===== config.mk =====
export PLATFORM = sky130hd
export DESIGN_NAME = clock_switch_ctrl
export DESIGN_NICKNAME = d
export VERILOG_FILES = /design/src/rtl/clock_switch_ctrl.sv
export SDC_FILE = /design/constraint.sdc
export NUM_CORES = 1
export LEC_CHECK = 0
export BUFFER_PORTS_ARGS = -buffer_cell sky130_fd_sc_hd__buf_2
export CORE_UTILIZATION = 59
export CTS_BUF_LIST = sky130_fd_sc_hd__clkbuf_8
export CTS_CLUSTER_DIAMETER = 80
export CTS_CLUSTER_SIZE = 12
export DETAILED_ROUTE_END_ITERATION = 12
export HOLD_SLACK_MARGIN = 0.12
export PLACE_DENSITY = 0.87
export SYNTH_ARGS = -nofsm -noshare
export SYNTH_HDL_FRONTEND = slang
export SYNTH_SLANG_ARGS = --single-unit

===== constraint.sdc =====
create_clock -name usb_clk -period 4 [get_ports usb_clk]
set_clock_uncertainty 0.15 [all_clocks]
set_input_delay 0.4 -clock usb_clk [delete_from_list [all_inputs] [get_ports usb_clk]]
set_output_delay 0.4 -clock usb_clk [all_outputs]
set_load 0.01 [all_outputs]

===== src/rtl/clock_switch_ctrl.sv =====
// Sequenced clock-source switch controller: gates the output, moves the mux select,
// waits for the new clock to settle, then restores the output enable.
module clock_switch_ctrl #(
    parameter int NUM_SRC       = 4,
    parameter int SEL_W         = 2,
    parameter int DEFAULT_SRC   = 0,
    parameter int GATE_CYCLES   = 4,
    parameter int SETTLE_CYCLES = 8
) (
    input  logic               usb_clk,
    input  logic               reset,
    input  logic               I_reg_mode,
    input  logic [SEL_W-1:0]   I_reg_src,
    input  logic               I_reg_out_en,
    input  logic [SEL_W-1:0]   I_dip_src,
    input  logic               I_dip_out_en,
    input  logic [NUM_SRC-1:0] I_src_valid,
    output logic [SEL_W-1:0]   O_src_sel,
    output logic               O_out_en,
    output logic               O_busy,
    output logic               O_err,
    output logic [7:0]         O_switch_cnt,
    output logic [1:0]         O_dbg_state
);

    typedef enum logic [1:0] {
        ST_RUN    = 2'd0,
        ST_GATE   = 2'd1,
        ST_SWITCH = 2'd2
    } state_t;

    localparam int CNT_MAX = (GATE_CYCLES > SETTLE_CYCLES) ? GATE_CYCLES : SETTLE_CYCLES;
    localparam int CNT_W   = (CNT_MAX > 1) ? $clog2(CNT_MAX) : 1;
    localparam logic [CNT_W-1:0] GATE_LOAD   = CNT_W'(GATE_CYCLES - 1);
    localparam logic [CNT_W-1:0] SETTLE_LOAD = CNT_W'(SETTLE_CYCLES - 1);
    localparam logic [SEL_W-1:0] RESET_SRC   = SEL_W'(DEFAULT_SRC);

    state_t           state_q, state_d;
    logic [CNT_W-1:0] cnt_q, cnt_d;
    logic [SEL_W-1:0] target_q, target_d;
    logic [SEL_W-1:0] src_sel_d;
    logic             out_en_d, busy_d, err_d;
    logic [7:0]       switch_cnt_d;

    logic [SEL_W-1:0] req_src;
    logic             req_oe, req_ok, switch_req;

    // Out-of-range sources never match any index, so they read as invalid.
    always_comb begin
        req_src = I_reg_mode ? I_reg_src : I_dip_src;
        req_oe  = I_reg_mode ? I_reg_out_en : I_dip_out_en;
        req_ok  = 1'b0;
        for (int i = 0; i < NUM_SRC; i++) begin
            if (req_src == SEL_W'(i)) req_ok = I_src_valid[i];
        end
        switch_req = req_ok && (req_src != O_src_sel);
    end

    always_comb begin
        state_d      = state_q;
        cnt_d        = cnt_q;
        target_d     = target_q;
        src_sel_d    = O_src_sel;
        out_en_d     = O_out_en;
        err_d        = O_err;
        switch_cnt_d = O_switch_cnt;
        case (state_q)
            ST_RUN: begin
                err_d = !req_ok;
                if (switch_req) begin
                    target_d = req_src;
                    out_en_d = 1'b0;
                    cnt_d    = GATE_LOAD;
                    state_d  = ST_GATE;
                end else begin
                    out_en_d = req_oe;
                end
            end
            ST_GATE: begin
                out_en_d = 1'b0;
                if (cnt_q == '0) begin
                    src_sel_d    = target_q;
                    switch_cnt_d = O_switch_cnt + 8'd1;
                    cnt_d        = SETTLE_LOAD;
                    state_d      = ST_SWITCH;
                end else begin
                    cnt_d = cnt_q - CNT_W'(1);
                end
            end
            ST_SWITCH: begin
                out_en_d = 1'b0;
                if (cnt_q == '0) begin
                    state_d  = ST_RUN;
                    // A request queued during the sequence keeps the output gated
                    // straight into the next sequence instead of a one-cycle glitch.
                    out_en_d = req_oe && !switch_req;
                end else begin
                    cnt_d = cnt_q - CNT_W'(1);
                end
            end
            default: begin
                state_d  = ST_RUN;
                out_en_d = 1'b0;
            end
        endcase
        busy_d = (state_d != ST_RUN);
    end

    always_ff @(posedge usb_clk or posedge reset) begin
        if (reset) begin
            state_q      <= ST_RUN;
            cnt_q        <= '0;
            target_q     <= RESET_SRC;
            O_src_sel    <= RESET_SRC;
            O_out_en     <= 1'b0;
            O_busy       <= 1'b0;
            O_err        <= 1'b0;
            O_switch_cnt <= 8'd0;
        end else begin
            state_q      <= state_d;
            cnt_q        <= cnt_d;
            target_q     <= target_d;
            O_src_sel    <= src_sel_d;
            O_out_en     <= out_en_d;
            O_busy       <= busy_d;
            O_err        <= err_d;
            O_switch_cnt <= switch_cnt_d;
        end
    end

    assign O_dbg_state = state_q;

endmodule


Word-level counts from Yosys, hierarchy flattened:

Index checks and enable logic that the tools add are counted.

* bits in registers: 20
* output and inout port bits: 15

* add/subtract/negate cells: 2
* equality and inequality tests: 8
* muxes and demuxes: 17
* reduce and logical (&&, ||, !) cells: 12

Operators by type and width (number)
* 3-bit two-way mux: 3
* 3-bit one-hot mux with 3 select lines: 1
* 8-bit by 1-bit adder with 8-bit output (second input constant): 1
* 2-bit two-way mux: 4
* 1-bit two-way mux: 7
* 2-bit == test (second input constant): 3
* 2-bit one-hot mux with 3 select lines: 1
* 2-bit by 1-bit == test with 1-bit output (second input constant): 2
* 2-bit zero test: 2
* 2-bit != test (second input constant): 2
* 2-bit AND reduction: 2
* 3-bit zero test: 1
* 3-bit AND reduction: 1
* 3-bit nonzero test: 1
* 3-bit by 1-bit subtractor with 3-bit output (second input constant): 1
* 1-bit logical AND: 2
* 1-bit zero test: 2
* 2-bit != test: 1
* 1-bit one-hot mux with 2 select lines: 1
* 2-bit nonzero test: 1

Logic depth before layout (Yosys ltp):

* depth after elaboration: 11
* gate-level depth with buffers: 7
* mapped depth without buffers: 7

Least setup slack after synthesis:

Ideal clock, no wire load.

* path type: reg2reg
* from: register state_q[0], in the netlist O_dbg_state[0]
* to: register O_busy
* setup time: 0.129 ns
* arrival time: 1.692 ns
* required time: 3.721 ns
* setup slack: 2.028 ns
* cell stages (with the launch flop): 7
* path buffers: 0
* clock period less this slack: 1.972 ns
* cells stage by stage: dfrtp_1 inv_1 ha_1 or2_2 a21oi_1 o32ai_1 o41a_1

* longest elaborated chain between the ends: 3

RTL lines
* start, declared: line 38 `state_t state_q, state_d;`
* start signal, assigned: line 120 `state_q <= state_d;`
* 2-bit == test, or another cell as far along: line 67 `case (state_q)`
* 2-bit one-hot mux with 3 select lines (*): line 67
* 2-bit nonzero test (*): line 106 `busy_d = (state_d != ST_RUN);`
* via busy_d: line 42 `logic out_en_d, busy_d, err_d;`
* end signal, assigned: line 125 `O_busy <= busy_d;`
* end, declared: line 20 `output logic O_busy,`

Mark *: on every way through the listed nets, which the timed path passes. The rest lies on a longest branch.
A chain may end at the register's enable or synchronous reset.

Final worst setup path:

* from: register state_q[1], in the netlist O_dbg_state[1]
* to: register O_switch_cnt[7]

* longest elaborated chain between the ends: 2

RTL lines
* 2-bit by 1-bit == test with 1-bit output: line 67
* 2-bit AND reduction (no line)
* end signal, assigned: line 127 `O_switch_cnt <= switch_cnt_d;`
* end, declared: line 22 `output logic [7:0] O_switch_cnt,`

No other way between the ends.

==> insert_results.sql <==
INSERT INTO impl_metrics (metric_group, metric, value, unit) VALUES
('finish', 'area.growth.synth_to_final', '19.0', '%'),
('global_routing', 'grt_first_pass_wirelength', '4.19', 'mm'),
('clock_tree', 'clk_root_buffer_cell', 'sky130_fd_sc_hd__clkbuf_8', ''),
('critical_path', 'critical_path_endpoint_category', 'flip-flop', ''),
('global_routing', 'antenna_found_initial', '0', ''),
('timing', 'timing_worst_slew_pin_value', '758', 'ps'),
('floorplan', 'floorplan_die_height', '46.4', 'µm'),
('timing', 'post-route-period-util', '54.7', '%'),
('finish', 'nets', '164', ''),
('route', 'drt.antenna.violating_nets', '0', ''),
('floorplan', 'die_w', '46.4', 'µm'),
('clock_tree', 'h-tree-depth', '1', ''),
('route', 'drt_wl_total', '2.63', 'mm'),
('synth', 'portion_of_the_post_synthesis_area_used_by_sequential_elements', '43.0', '%'),
('power', 'power-per-cell-area', '687', 'mW/mm²'),
('route', 'drtPass1Iterations', '4', ''),
('floorplan', 'core_area', '0.00178', 'mm²'),
('synth', 'number_of_synthesized_flops_with_an_enable_pin', '0', ''),
('placement', 'detailed_place.area', '0.00133', 'mm²'),
('floorplan', 'initial_core_utilization', '65.3', '%'),
('clock_tree', 'post-cts-setup-buffer-count', '0', ''),
('timing', 'setup-violations-final', '0', ''),
('synth', 'syn_nets', '132', ''),
('power', 'cellLeakagePower', '0.728', 'nW'),
('finish', 'num_antenna_cells', '0', ''),
('synth', 'synth-seq-cells', '20', ''),
('timing', 'finalMaxSlewViolations', '0', ''),
('timing', 'setup-tns-final', '0', 'ps'),
('global_routing', 'grt_util_all_layers', '28.6', '%'),
('critical_path', 'worst_ep_required_time', '4000', 'ps'),
('timing', 'slew_headroom', '49.4', '%'),
('clock_tree', 'cells_resized_by_post_cts_repair', '0', ''),
('route', 'route.detailed.wl_per_inst', '15.7', 'µm'),
('power', 'total_power', '0.953', 'mW'),
('critical_path', 'regToRegSetupSlack', '1810', 'ps'),
('placement', 'place.gp.congestion', '0.876', ''),
('clock_tree', 'clkTransAtPathRegs', '70', 'ps'),
('timing', 'finalHoldWorstSlack', '108', 'ps'),
('clock_tree', 'tritoncts', 'done', ''),
('route', 'drt-vias-per-instance', '5.81', ''),
('timing', 'grt_setup_unrepaired', 'no', ''),
('timing', 'finalWorstPathRequiredPeriod', '2190', 'ps'),
('synth', 'synth-async-reset-ratio', '100', '%'),
('critical_path', 'critPathArrivalTime', '2190', 'ps'),
('synth', 'synthesis.area', '0.00116', 'mm²'),
('global_routing', 'largest_net_degree_at_the_start_of_global_routing', '21', ''),
('critical_path', 'critPathLaunchType', 'flip-flop', ''),
('finish', 'share_of_the_core_filled_with_cells', '77.8', '%'),
('placement', 'buffer_ports.inserted', '27', ''),
('synth', 'yosysWarnings', '0', ''),
('synth', 'postSynthAreaPerCell', '10.5', 'µm²'),
('route', 'detail_route.iter0.violations', '24', ''),
('floorplan', 'full_die_area', '0.00216', 'mm²'),
('finish', 'final-instance-count-excl-fill', '167', ''),
('route', 'post-route-drc-count', '0', ''),
('synth', 'synthCells', '111', ''),
('clock_tree', 'clock_sink_count', '20', ''),
('critical_path', 'critPathKind', 'flip-flop to flip-flop', ''),
('power', 'irDropWorstVdd', '490', 'µV'),
('critical_path', 'highest_fanout_seen_on_the_critical_path', '7', ''),
('timing', 'final_critical_path_setup_slack', '1810', 'ps'),
('clock_tree', 'maximum_count_of_clock_buffers_along_a_single_path', '2', ''),
('global_routing', 'grt_pass1_vias', '918', ''),
('outcome', 'run_status', 'completed', ''),
('placement', 'dp.cells', '163', ''),
('timing', 'timing.fmax', '0.457', 'GHz'),
('min_path', 'worstHoldPathType', 'input port to async pin', ''),
('floorplan', 'num_rows', '15', ''),
('clock_tree', 'clock_latency', '260', 'ps'),
('global_routing', 'global_route.overflow_total', '0', ''),
('floorplan', 'num_io_pins', '28', ''),
('run', 'max-cap-violations', '0', ''),
('synth', 'commonest_register_cell_after_synthesis', 'sky130_fd_sc_hd__dfrtp_1', ''),
('placement', 'detailed_place_hpwl', '1.78', 'mm'),
('placement', 'post_place_worst_slack', '1820', 'ps'),
('finish', 'postLayoutCellArea', '0.00139', 'mm²'),
('timing', 'hold_violation_count_in_the_final_report', '0', ''),
('route', 'route.vias.total', '970', ''),
('clock_tree', 'cts_hold_repair_buffers', '0', ''),
('clock_tree', 'tritoncts.num_buffers', '3', ''),
('finish', 'drive_gt1_share', '30.3', '%'),
('synth', 'netlist-cell-type-count', '39', '');
==> cell usage after synthesis (all sizes together) (2+ instances only) <==
cell type | instances | area share, %
xnor2 | 5 | 3.8
nand2b | 4 | 2.1
ha | 8 | 8.6
nand2 | 10 | 3.2
inv | 10 | 3.2
nor2 | 6 | 1.9
o32ai | 2 | 2.1
o32a | 2 | 1.7
a21oi | 6 | 2.6
nor3 | 3 | 1.7
dfrtp | 20 | 43
a21o | 2 | 1.4
o31ai | 2 | 1.3
or2 | 2 | 1.3
mux2i | 4 | 3.8
nand3 | 3 | 1.3
mux2 | 3 | 3.2
xor2 | 4 | 3.0
==> sequential cells by signal, indices dropped and copies added, names as in the netlist <==
name	flops
O_switch_cnt	8
cnt_q	3
O_dbg_state	2
O_src_sel	2
target_q	2
O_busy	1
O_err	1
O_out_en	1
==> layer usage <==
layer / up-vias / routed length [µm] / global-route usage, %
met5: - / 0 / 0
met4: 0 / 48 / 12.9
met3: 10 / 170 / 4.31
met2: 53 / 1300 / 48.3
met1: 450 / 1110 / 35.5
li1: 457 / - / -
==> power breakdown <==
part           internal, mW  switching [mW]
Combinational         0.210           0.257
Sequential            0.270          0.0598
Clock                0.0877          0.0674
Total                 0.568           0.385
==> kinds of logic after synthesis <==
| group | share of synthesized area (%) |
|---|---|
| and+or+nand+nor | 15.4 |
| AOI/OAI and AO/OA | 16.1 |
| DFF | 43.0 |
| buffers and inverters | 3.22 |
| xor gates and xnor gates | 6.77 |
| adders and majority gates | 8.59 |
| muxes | 6.98 |
==> critical path, stage by stage (launching register included) <==
cell                       delay, ps
sky130_fd_sc_hd__dfrtp_1         450
sky130_fd_sc_hd__inv_1           170
sky130_fd_sc_hd__ha_1            270
sky130_fd_sc_hd__nand3b_1        290
sky130_fd_sc_hd__nor2_1          260
sky130_fd_sc_hd__and3_1          250
sky130_fd_sc_hd__nand3_1         110
sky130_fd_sc_hd__xnor2_1         130
==> worst paths after layout <==
path	startpoint	to	cells after the start
max	O_dbg_state[1]	O_switch_cnt[7]	7
min	reset	O_src_sel[0]	2
max reg2reg	O_dbg_state[1]	O_switch_cnt[7]	7
min reg2reg	O_switch_cnt[7]	O_switch_cnt[7]	1
max in group asynchronous	reset	O_switch_cnt[4]	2
min in group usb_clk	I_dip_out_en	O_out_en	3
==> cells in the final DEF, fill, tap and decap left out, types with 2 or more instances in the layout <==
cell type and n:
sky130_fd_sc_hd__nor2_1 6, sky130_fd_sc_hd__o32a_1 2, sky130_fd_sc_hd__nand2_1 10, sky130_fd_sc_hd__mux2_2 2, sky130_fd_sc_hd__buf_2 27, sky130_fd_sc_hd__ha_1 8
sky130_fd_sc_hd__nand3_1 3, sky130_fd_sc_hd__xnor2_1 5, sky130_fd_sc_hd__nand2b_1 4, sky130_fd_sc_hd__clkbuf_8 4, sky130_fd_sc_hd__nor3_1 2, sky130_fd_sc_hd__a21oi_1 6
sky130_fd_sc_hd__inv_1 10, sky130_fd_sc_hd__mux2i_1 3, sky130_fd_sc_hd__dfrtp_1 20, sky130_fd_sc_hd__o31ai_1 2, sky130_fd_sc_hd__xor2_1 4
==> area by class of cell <==
| cell class | count | area [µm²] |
|---|---|---|
| Clock buffer | 4 | 55.1 |
| Tap cell | 25 | 31.3 |
| Timing Repair Buffer | 27 | 135 |
| Fill cell | 125 | 397 |
| Multi-Input combinational cell | 81 | 627 |
| Inverter | 10 | 37.5 |
| Sequential cell | 20 | 500 |
Power figures use the tool's default switching activity.
